### config.mk
export PLATFORM = sky130hd
export DESIGN_NAME = micro_seq_ctrl
export DESIGN_NICKNAME = d
export VERILOG_FILES = /design/src/rtl/micro_seq_ctrl.sv
export SDC_FILE = /design/constraint.sdc
export NUM_CORES = 1
export LEC_CHECK = 0
export ABC_AREA = 1
export BUFFER_PORTS_ARGS = -buffer_cell sky130_fd_sc_hd__buf_4
export CELL_PAD_IN_SITES_DETAIL_PLACEMENT = 1
export CELL_PAD_IN_SITES_GLOBAL_PLACEMENT = 1
export CORE_AREA = 2 2 68 70
export CTS_BUF_LIST = sky130_fd_sc_hd__clkbuf_8
export CTS_CLUSTER_SIZE = 8
export DETAILED_ROUTE_END_ITERATION = 6
export DIE_AREA = 0 0 70 72
export PLACE_DENSITY_LB_ADDON = 0.25
export SYNTH_ARGS = -nofsm -noshare
export SYNTH_HDL_FRONTEND = slang
export SYNTH_SLANG_ARGS = --single-unit
export TNS_END_PERCENT = 1
### constraint.sdc
create_clock -name i_Clk -period 2.51 [get_ports i_Clk]
set_clock_uncertainty 0.1 [all_clocks]
set_input_delay 0.1255 -clock i_Clk [delete_from_list [all_inputs] [get_ports i_Clk]]
set_output_delay 0.1255 -clock i_Clk [all_outputs]
set_load 0.02 [all_outputs]
### src/rtl/micro_seq_ctrl.sv
// micro_seq_ctrl: fetch/decode/execute sequencer for the 8-bit accumulator micro
module micro_seq_ctrl #(
  parameter int n       = 8,
  parameter int TIMEOUT = 16
) (
  input  logic         i_Clk,
  input  logic         i_Reset,
  input  logic [n-1:0] i_Instruction,
  input  logic         i_MemAck,
  input  logic         i_Zero,
  input  logic         i_Run,
  output logic         o_MemReq,
  output logic         o_MemWe,
  output logic         o_AddrSel,
  output logic         o_IR_Load,
  output logic         o_PC_Inc,
  output logic         o_PC_Load,
  output logic         o_ImmSel,
  output logic [1:0]   o_ALU_Op,
  output logic         o_AccSrc,
  output logic         o_ACC_Load,
  output logic         o_Halted,
  output logic         o_Fault,
  output logic         o_IllegalOp,
  output logic [2:0]   o_State
);
  typedef enum logic [2:0] {HALT = 3'd0, FETCH = 3'd1, DECODE = 3'd2, EXEC = 3'd3, MEM = 3'd4, FAULT = 3'd5} state_t;
  localparam logic [n-4:0] OP_NOP  = (n-3)'(0);
  localparam logic [n-4:0] OP_LDI  = (n-3)'(1);
  localparam logic [n-4:0] OP_ADDI = (n-3)'(2);
  localparam logic [n-4:0] OP_SUBI = (n-3)'(3);
  localparam logic [n-4:0] OP_LDM  = (n-3)'(4);
  localparam logic [n-4:0] OP_STM  = (n-3)'(5);
  localparam logic [n-4:0] OP_JMP  = (n-3)'(6);
  localparam logic [n-4:0] OP_JZ   = (n-3)'(7);
  localparam logic [7:0]   WD_LAST = 8'(TIMEOUT - 1);
  state_t         state_q, state_d;
  logic [n-1:0]   ir_q, ir_d;
  logic [7:0]     wd_q, wd_d;
  logic           run_q;
  logic [n-4:0]   op;
  logic           run_rise, bus, wd_expired, alu_op, illegal;
  assign op         = ir_q[n-1:3];
  assign run_rise   = i_Run & ~run_q;
  assign bus        = (state_q == FETCH) | (state_q == MEM);
  assign wd_expired = ~i_MemAck & (wd_q == WD_LAST);
  assign alu_op     = (op == OP_LDI) | (op == OP_ADDI) | (op == OP_SUBI);
  assign illegal    = ~alu_op & (op != OP_NOP) & (op != OP_JMP) & (op != OP_JZ) & (op != OP_LDM) & (op != OP_STM) & ~(&op);
  // State, instruction, watchdog and run-edge registers
  always_ff @(posedge i_Clk or posedge i_Reset) begin
    if (i_Reset) begin
      state_q <= HALT;
      ir_q    <= '0;
      wd_q    <= '0;
      run_q   <= 1'b0;
    end else begin
      state_q <= state_d;
      ir_q    <= ir_d;
      wd_q    <= wd_d;
      run_q   <= i_Run;
    end
  end
  // Next state, IR capture and watchdog update; the watchdog restarts on any state change
  always_comb begin
    state_d = state_q;
    ir_d    = ir_q;
    case (state_q)
      HALT:    state_d = run_rise ? FETCH : HALT;
      FETCH: begin
        state_d = i_MemAck ? DECODE : (wd_expired ? FAULT : FETCH);
        ir_d    = i_MemAck ? i_Instruction : ir_q;
      end
      DECODE:  state_d = ((op == OP_LDM) | (op == OP_STM)) ? MEM : ((&op) ? HALT : EXEC);
      EXEC:    state_d = FETCH;
      MEM:     state_d = i_MemAck ? FETCH : (wd_expired ? FAULT : MEM);
      FAULT:   state_d = FAULT;
      default: state_d = HALT;
    endcase
    wd_d = (state_d != state_q) ? '0 : ((bus & ~i_MemAck) ? wd_q + 8'd1 : wd_q);
  end
  assign o_MemReq    = bus;
  assign o_AddrSel   = state_q == MEM;
  assign o_MemWe     = (state_q == MEM) & (op == OP_STM);
  assign o_IR_Load   = (state_q == FETCH) & i_MemAck;
  assign o_PC_Inc    = o_IR_Load;
  assign o_PC_Load   = (state_q == EXEC) & ((op == OP_JMP) | ((op == OP_JZ) & i_Zero));
  assign o_ImmSel    = (state_q == EXEC) & alu_op;
  assign o_ALU_Op    = (state_q != EXEC) ? 2'b00 : ((op == OP_ADDI) ? 2'b01 : ((op == OP_SUBI) ? 2'b10 : 2'b00));
  assign o_AccSrc    = (state_q == MEM) & i_MemAck & (op == OP_LDM);
  assign o_ACC_Load  = o_ImmSel | o_AccSrc;
  assign o_Halted    = state_q == HALT;
  assign o_Fault     = state_q == FAULT;
  assign o_IllegalOp = (state_q == EXEC) & illegal;
  assign o_State     = state_q;
endmodule
# ---- Yosys cells after proc, flatten, opt, wreduce, memory -nomap -nowiden
# Index checks and enable logic that the tools add are counted.
dict set report word_totals {
  regBits 20
  latchBits 0
  mem_bits_rw 0
  romBits 0
  inputBits 13
  out_inout_bits 17
  wordCells 69
  n_memories 0
}
dict set report op_classes {
  add_sub_neg 1
  mul 0
  n_div 0
  order_cmp 0
  eq_ne 19
  shift 0
  muxes 13
  bitwise_logic 27
  reduce_logical 5
}
# op n
set op_table {}
lappend op_table {{== test 5 x 3 -> 1 bit (second input constant)} 4}
lappend op_table {{!= test 5 x 3 -> 1 bit (second input constant)} 4}
lappend op_table {{one-hot mux 3 bit (6 select lines)} 1}
lappend op_table {{AND 1 bit} 17}
lappend op_table {{two-way mux 8 bit} 2}
lappend op_table {{two-way mux 3 bit} 4}
lappend op_table {{== test 5 x 2 -> 1 bit (second input constant)} 2}
lappend op_table {{adder 8 x 1 -> 8 bit (second input constant)} 1}
lappend op_table {{== test 8 x 4 -> 1 bit (second input constant)} 1}
lappend op_table {{two-way mux 2 bit} 4}
lappend op_table {{== test 3 x 2 -> 1 bit (second input constant)} 2}
lappend op_table {{== test 3 bit (second input constant)} 2}
lappend op_table {{bitwise OR 1 bit} 6}
lappend op_table {{== test 5 x 1 -> 1 bit (second input constant)} 1}
lappend op_table {{AND reduction 5 bit} 1}
lappend op_table {{nonzero test 5 bit} 1}
lappend op_table {{inverter 1 bit} 4}
lappend op_table {{== test 3 x 1 -> 1 bit (second input constant)} 1}
lappend op_table {{zero test 3 bit} 1}
lappend op_table {{!= test 3 x 2 -> 1 bit (second input constant)} 1}
lappend op_table {{!= test 3 bit} 1}
lappend op_table {{two-way mux 1 bit} 2}
lappend op_table {{AND reduction 2 bit} 1}
lappend op_table {{nonzero test 2 bit} 1}

# ---- Depth between registers and ports, before layout
# Gate-level depths: netlist (run 1).
dict set report depth {
  depth_word 11
  ltp_mapped 11
  mapped_depth_nobuf 11
}

# ---- Worst setup path before layout (run 1)
# OpenSTA, ideal clock, no wires.
dict set report synth_path {
  kind {register to output}
  startpoint {register state_q[1] (netlist: o_State[1])}
  endpoint {output port o_ACC_Load}
  arrival_ns 1.837
  required_time_ns 2.284
  slack_ns 0.448
  path_stages_with_launch 5
  path_buffers 0
  path_cell_list {dfrtp_1 > nor2_1 > nand2_1 > nor4_1 > or2_2}
}
dict set report synth_between {
  elab_chain_cells 4
  elab_cells_between_ends 6
  classes_between {2 x eq/ne; 4 x bitwise}
}
# item line_no
set synth_rtl {}
lappend synth_rtl {{start, declared} 37} ;# state_t state_q, state_d;
lappend synth_rtl {{start signal, assigned} 57} ;# state_q <= state_d;
lappend synth_rtl {{== test 3 bit} 89} ;# assign o_AccSrc = (state_q == MEM) & i_MemAck & (op == OP_LDM);
lappend synth_rtl {{AND 1 bit (2 in a row)} 89}
lappend synth_rtl {{via o_AccSrc} 20} ;# output logic o_AccSrc,
lappend synth_rtl {{bitwise OR 1 bit} 90} ;# assign o_ACC_Load = o_ImmSel | o_AccSrc;
lappend synth_rtl {{end, declared} 21} ;# output logic o_ACC_Load,
# The timed path passes the listed nets, and every way through them passes these cells.

# ---- Worst setup path in the final report (run 1)
dict set report layout_path {
  startpoint {register state_q[2] (netlist: o_State[2])}
  endpoint {output port o_ALU_Op[0]}
}
dict set report layout_between {
  elab_chain_cells 2
}
# item line_no
set layout_rtl {}
lappend layout_rtl {{!= test 3 x 2 -> 1 bit} 88} ;# assign o_ALU_Op = (state_q != EXEC) ? 2'b00 : ((op == OP_ADDI) ? 2'b01 : ((op == OP_SUBI) ? 2'b10 : 2'b00));
lappend layout_rtl {{two-way mux 2 bit} 88}
lappend layout_rtl {{end, declared} 19} ;# output logic [1:0] o_ALU_Op,
# Every way passes these cells.

==> results of run 1 <==
-- worst max path at each step --
stage,start,to,depth (start not counted)
3_5_place_dp,o_State[1],ir_q[6],8
6_report,o_State[2],o_ALU_Op[0],6
5_1_grt,o_State[2],o_ALU_Op[0],6
2_1_floorplan,o_State[1],o_ACC_Load,4
3_3_place_gp,o_State[2],o_ALU_Op[0],6
4_1_cts,o_State[2],o_ALU_Op[0],6
-- layout make-up --
| type | instances | area, sq um | share of cell area |
|---|---|---|---|
| multi-input cells | 101 | 502 | 0.360 |
| repair buffers | 33 | 265 | 0.190 |
| flip-flops and latches | 17 | 425 | 0.305 |
| well taps | 52 | 65.1 | 0.0467 |
| clock buffers | 3 | 41.3 | 0.0296 |
| clock inverters | 1 | 5.00 | 0.00359 |
| inverters | 24 | 90.1 | 0.0646 |
-- through the flow --
step | total power (uW) | hold slack [ns]
after detailed placement | 1070 | 0.148
final | 1280 | 0.0734
after global routing | 1400 | 0.0843
after floorplan | 856 | -0.0484
after global placement | 1060 | 0.146
after CTS | 1300 | 0.0720
-- flip-flops by register name, indices dropped and copies added (netlist names) --
name and cells:
ir_q 5, run_q 1, wd_q 8, o_State 3
-- synthesized netlist by cell type (all sizes together) --
master   n  share of area
nand3   14          0.073
nand3b   1         0.0073
nand2   36           0.14
buf      1         0.0073
o21ai    6          0.029
nor2    23          0.099
xor2     5          0.043
ha       1          0.012
nor3     6          0.029
xnor2    1         0.0085
inv     24          0.088
a21oi    2          0.013
o31ai    1         0.0073
dfrtp   17           0.42
or2      1         0.0061
nor4     2          0.012
nand4    2          0.012
-- cells in the final DEF, fill, tap and decap left out --
| cell type | netlist | layout |
|---|---|---|
| inv_1 | 23 | 23 |
| nand3_2 | 1 | 1 |
| nor2_2 | 6 | 6 |
| nand3_1 | 13 | 13 |
| inv_2 | 1 | 1 |
| clkinv_2 | 0 | 1 |
| o21ai_0 | 6 | 6 |
| or2_2 | 1 | 1 |
| nand2_2 | 2 | 2 |
| a21oi_2 | 1 | 1 |
| o31ai_1 | 1 | 1 |
| nand2_1 | 34 | 34 |
| xnor2_1 | 1 | 1 |
| nand4_1 | 2 | 2 |
| nor4_1 | 2 | 2 |
| dlygate4sd3_1 | 0 | 7 |
| xor2_1 | 5 | 5 |
| ha_1 | 1 | 1 |
| clkbuf_8 | 0 | 3 |
| buf_4 | 1 | 26 |
| dfrtp_1 | 17 | 17 |
| nand3b_1 | 1 | 1 |
| a21oi_1 | 1 | 1 |
| nor2_1 | 17 | 17 |
| nor3_1 | 6 | 6 |
-- critical path, delay by kind of cell (launching register included) --
| family | cells | cell delay [ns] |
|---|---|---|
| flops | 1 | 0.49 |
| buf+inv | 3 | 0.43 |
| simple gates | 3 | 0.66 |
-- power by group through the flow --
stage                     registers, uW  logic, uW  clock network [uW]
after detailed placement            430        644                   0
after CTS                           426        655                 217
final                               424        641                 210
after floorplan                     432        423                   0
after global placement              425        634                   0
after global routing                441        726                 233
-- cell families after synthesis --
kind of cell	after synthesis
AOI/OAI and AO/OA	9
xor gates and xnor gates	6
adders and majority gates	1
buffers and inverters	25
DFF	17
and+or+nand+nor	85
-- repair_timing --
action | in CTS | in global routing
setup buffers | 0 | 0
hold buffers | 7 | 0
endpoints found under the hold margin | 23 | 0
-- metal layers --
layer | wire (um) | vias up | track usage
met5 | 0 | - | 0
met4 | 22 | 0 | 0.0491
met3 | 62 | 2 | 0.0181
met2 | 1400 | 12 | 0.212
li1 | - | 518 | -
met1 | 1230 | 475 | 0.142
==> reports/qor.txt, run 1 <==
status: completed
PortBufs: 26
Synth Area in Simple Gates: 0.376
TritonCTS buffer count: 3
Fill cells: 546
fmax: 0.490 GHz
mux share of post-synthesis cell area: 0
drt initial violations: 25
slew at the pin closest to its max-slew limit: 0.659 ns
FF-to-FF path depth: 8
Core Box Area: 4260 sq um
Max-slew headroom: 0.560
CTS tree: done
sequential share of power: 0.332
post-layout util: 0.327
Mapped Cells: 143
first-pass GRT wire length: 4760 um
hold path depth: 3
syn_nets: 157
crit path cell chain: inv_2, nand3_2, nor4_1, inv_1, nor3_1, buf_4
deepest clock path buffer count: 2
CP required: 2.28 ns
DPL Wire Length: 2150 um
worst-path maximum fanout: 8
GRT Util Overall: 0.118
pre-CTS setup slack: 0.738 ns
DP Area: 1280 sq um
# setup viols final: 0
data arrival time of the worst path: 1.82 ns
peak supply drop: 378 uV
post-synthesis compound-gate area fraction: 0.0501
Psw: 599 uW
r2r setup slk: 0.78 ns
Final Non-Filler Cells: 231
Rows: 24
DIE WIDTH: 70 um
DRC Markers: 0
GRT Residual Overflow: 0
internal cell power: 677 uW
die area: 5040 sq um
Vert. Die Dim: 72 um
period utilization: 0.814
logic gate share of total power: 0.503
fin area: 1390 sq um
H-tree depth: 1
Avg WL per Cell: 11.7 um
post-synth cell types: 22
Worst setup EP type: primary output
minimum clock period: 2.04 ns
startpoint types: flip-flop
clk sinks: 17
largest family of logic cells by synthesized area: simple AND/OR/NAND/NOR gates
hold endpoint: o_State[0]
share of layout cells above drive strength 1: 0.235
Placer Congestion: 0.766
slowest cell on the critical path: dfrtp_1
synthesized area: 1020 sq um
vias post-DR: 1007
Routed Antenna Nets: 0
post-DR vias/cell: 4.36
largest net degree at the start of global routing: 18
Adder-Cell Fraction of Synth Area: 0.0122
vias in the first global route: 1071
pwr dens: 915 nW/um^2
Worst-path clk slew: 0.07 ns
critical path class: flip-flop to primary output
initial core utilization: 0.240
register area share after synthesis: 0.415
TNS Setup: 0 ns
post-CTS sizing: 0
Layout Nets: 194
clk_lat worst skew: 0.25 ns
Max-Cap Viols: 0
Synth Warn #: 0
syn avg cell area: 7.17 sq um
# IOs: 30
final WL: 2710 um
Fin. Hold Viols: 0
CTS root buffer: clkbuf_8
Synth Area in XOR/XNOR: 0.0513
antenna violations before repair: 0
P&R area growth vs syn: 36.0%
clock share of power: 0.165
Worst Hold Launch: i_MemAck
sw frac: 0.470
RSZ-0062 raised after global routing: no
Max Slew Vio Count: 0
post-synthesis register bit count: 17
leakage: 0.000733 uW
Worst Hold Class: primary input to flip-flop
PnR worst setup slack: 0.467 ns
antenna cells: 0
CP peak stage delay: 0.49 ns
reg-to-reg endpoint: ir_q[6]
drt pass-1 iters: 4
placed insts: 220
R2R Path Start: o_State[1]
No activity file was read; power rests on OpenSTA's default activity.
==> inputs of run 2 (changes only) <==
Clock period 2.51 ns to 2 ns, I/O delays scaled along.
==> run 2 against run 1 <==
Effect of this change: worst hold slack got worse by 0.029 ns; highest routed layer unchanged; critical path depth fell by 1; count of clock-buffer cells in the layout did not move; die area did not move; largest power group unchanged; first-iteration DRC count fell by 4.0%; critical endpoint is now o_ACC_Load; flip-flop and latch count did not move; non-clock buffer count did not move; design area rose by 2.0%; clock power rose by 23%; combinational power rose by 29%; sequential share of layout area fell by 0.59 points.
==> reports/qor.txt, run 2 (synthesis gave the netlist of run 1 again) <==
status: completed
leakage: 0.000736 uW (+0.51%)
RSZ-0062 raised after global routing: no
most common cell after layout, fill and taps aside: nand2_1
data arrival time of the worst path: 1.64 ns (-0.18 ns)
fmax: 0.542 GHz
initial core utilization: 0.240 (unchanged)
clk sinks: 17 (unchanged)
minimum clock period: 1.84 ns
period utilization: 0.922
worst-path maximum fanout: 7 (-1)
PortBufs: 26 (unchanged)
critical path class: flip-flop to primary output
post-DR vias/cell: 4.45 (+2.1%)
Layout Nets: 194 (unchanged)
Worst-path clk slew: 0.07 ns (about the same)
most frequent cells in the layout: 34 x nand2_1, 26 x buf_4, 24 x inv_1, 17 x dfrtp_1, 16 x nor2_1
CP peak stage delay: 0.48 ns (about the same)
P&R area growth vs syn: 38.7%
Vert. Die Dim: 72 um (unchanged)
antenna cells: 0 (unchanged)
drt pass-1 iters: 4 (unchanged)
largest net degree at the start of global routing: 18 (unchanged)
crit path cell chain: nor2_2, nand2_1, nor4_2, or2_2, buf_4
Min Hold Slack: 0.0446 ns (-0.0287 ns)
final WL: 2760 um (+1.6%)
DIE WIDTH: 70 um (unchanged)
Largest register FFs: 8 (unchanged)
Pwr Total: 1640 uW (+28%)
DRC Markers: 0 (unchanged)
vias post-DR: 1028 (+2.1%)
CTS root buffer: clkbuf_8
Core Box Area: 4260 sq um (unchanged)
slowest cell on the critical path: dfrtp_1
pwr dens: 1150 nW/um^2 (+26%)
Max-Cap Viols: 0 (unchanged)
Post-CTS Setup Bufs: 0 (unchanged)
TNS Setup: 0 ns (unchanged)
Rows: 24 (unchanged)
Max-slew headroom: 0.549 (-0.0113)
H-tree depth: 1 (unchanged)
Worst Hold Class: primary input to flip-flop
Routed Antenna Nets: 0 (unchanged)
CTS tree: done
startpoint types: flip-flop
most flop-heavy register: wd_q
slew at the pin closest to its max-slew limit: 0.676 ns (+0.0170 ns)
GRT Util Overall: 0.119 (+0.000590)
Worst setup EP type: primary output
DPL Wire Length: 2180 um (+1.8%)
GRT Residual Overflow: 0 (unchanged)
share of layout cells above drive strength 1: 0.246 (+0.0112)
deepest clock path buffer count: 2 (unchanged)
peak supply drop: 397 uV (+4.9%)
Max Slew Vio Count: 0 (unchanged)
Fin. Hold Viols: 0 (unchanged)
# IOs: 30 (unchanged)
Avg WL per Cell: 11.9 um (+1.6%)
# setup viols final: 0 (unchanged)
CP required: 1.80 ns (-0.48 ns)
first-pass GRT wire length: 4840 um (+1.6%)
clk_lat worst skew: 0.25 ns (about the same)
WP buf/inv: 1 (-2)
die area: 5040 sq um (unchanged)
antenna violations before repair: 0 (unchanged)
vias in the first global route: 1093 (+2.1%)
TritonCTS buffer count: 3 (unchanged)
drt initial violations: 24 (-4.0%)
Placer Congestion: 0.839 (+9.5%)
delay-heaviest family, CP: simple AND/OR/NAND/NOR gates
run 2: cell types whose count changed in the layout (fill, tap and decap cells not counted):
cell / previous run / this run
clkinv_2: 1 / 0
inv_1: 23 / 24
nor2_1: 17 / 16
nor2_4: 0 / 1
nor4_1: 2 / 0
nor4_2: 0 / 1
nor4_4: 0 / 1
run 2: repair_timing:
item | 4_1_cts | 5_1_grt
endpoints found under the setup margin | 0 | 6
endpoints found under the hold margin | 23 | 0
hold buffers | 7 | 0
gates resized for setup | 0 | 4
run 2: final cells by class:
| cell class | instances | area [sq um] |
|---|---|---|
| clock buffer | 3 | 41.3 |
| clock inverter | 1 | 3.75 |
| fill | 533 | 2840 |
| inverter | 24 | 90.1 |
| multi-input combinational | 101 | 531 |
| sequential | 17 | 425 |
| tap | 52 | 65.1 |
| timing repair buffer | 33 | 265 |
run 2: layer usage:
layer / vias up / track usage / part of all wire
li1: 522 / - / -
met1: 483 / 0.135 / 0.45
met2: 19 / 0.218 / 0.50
met3: 4 / 0.0389 / 0.044
met4: 0 / 0.0256 / 0.0069
met5: - / 0 / 0
run 2: worst register-to-register path, cell delays in order (launching register included):
cell	delay (ns)
dfrtp_1	0.45
inv_1	0.13
nand2_1	0.07
nor2_2	0.18
nand2_1	0.14
nand3_1	0.14
nor2_2	0.05
nand3_1	0.06
nand2_1	0.06
nand2_2	0.17
nor2_1	0.07
run 2: power by group:
group	switching (uW)	internal, uW	total (uW)
sequential	124	428	551
clock	122	136	259
combinational	537	291	828
run 2: final timing paths:
kind / end / slack [ns] / depth (start not counted) / start
worst min-delay path: o_State[0] / 0.04 / 3 / i_MemAck
max in group asynchronous: o_State[0] / 0.97 / 3 / i_Reset
worst max register to register: wd_q[7] / 0.26 / 10 / o_State[1]
min in group asynchronous: ir_q[7] / 0.40 / 3 / i_Reset
worst min register to register: ir_q[7] / 0.49 / 2 / ir_q[7]
worst max-delay path: o_ACC_Load / 0.16 / 5 / o_State[0]
run 2: through the flow:
stage / utilization / std cells / worst slack [ns] / instance area (sq um)
global placement: 0.301 / 220 / 0.318 / 1280
detailed placement: 0.301 / 220 / 0.266 / 1280
floorplan: - / 143 / 0.222 / 1030
global route: 0.333 / 231 / 0.0309 / 1420
CTS: 0.328 / 231 / 0.0217 / 1400
finish: 0.333 / 231 / 0.156 / 1420
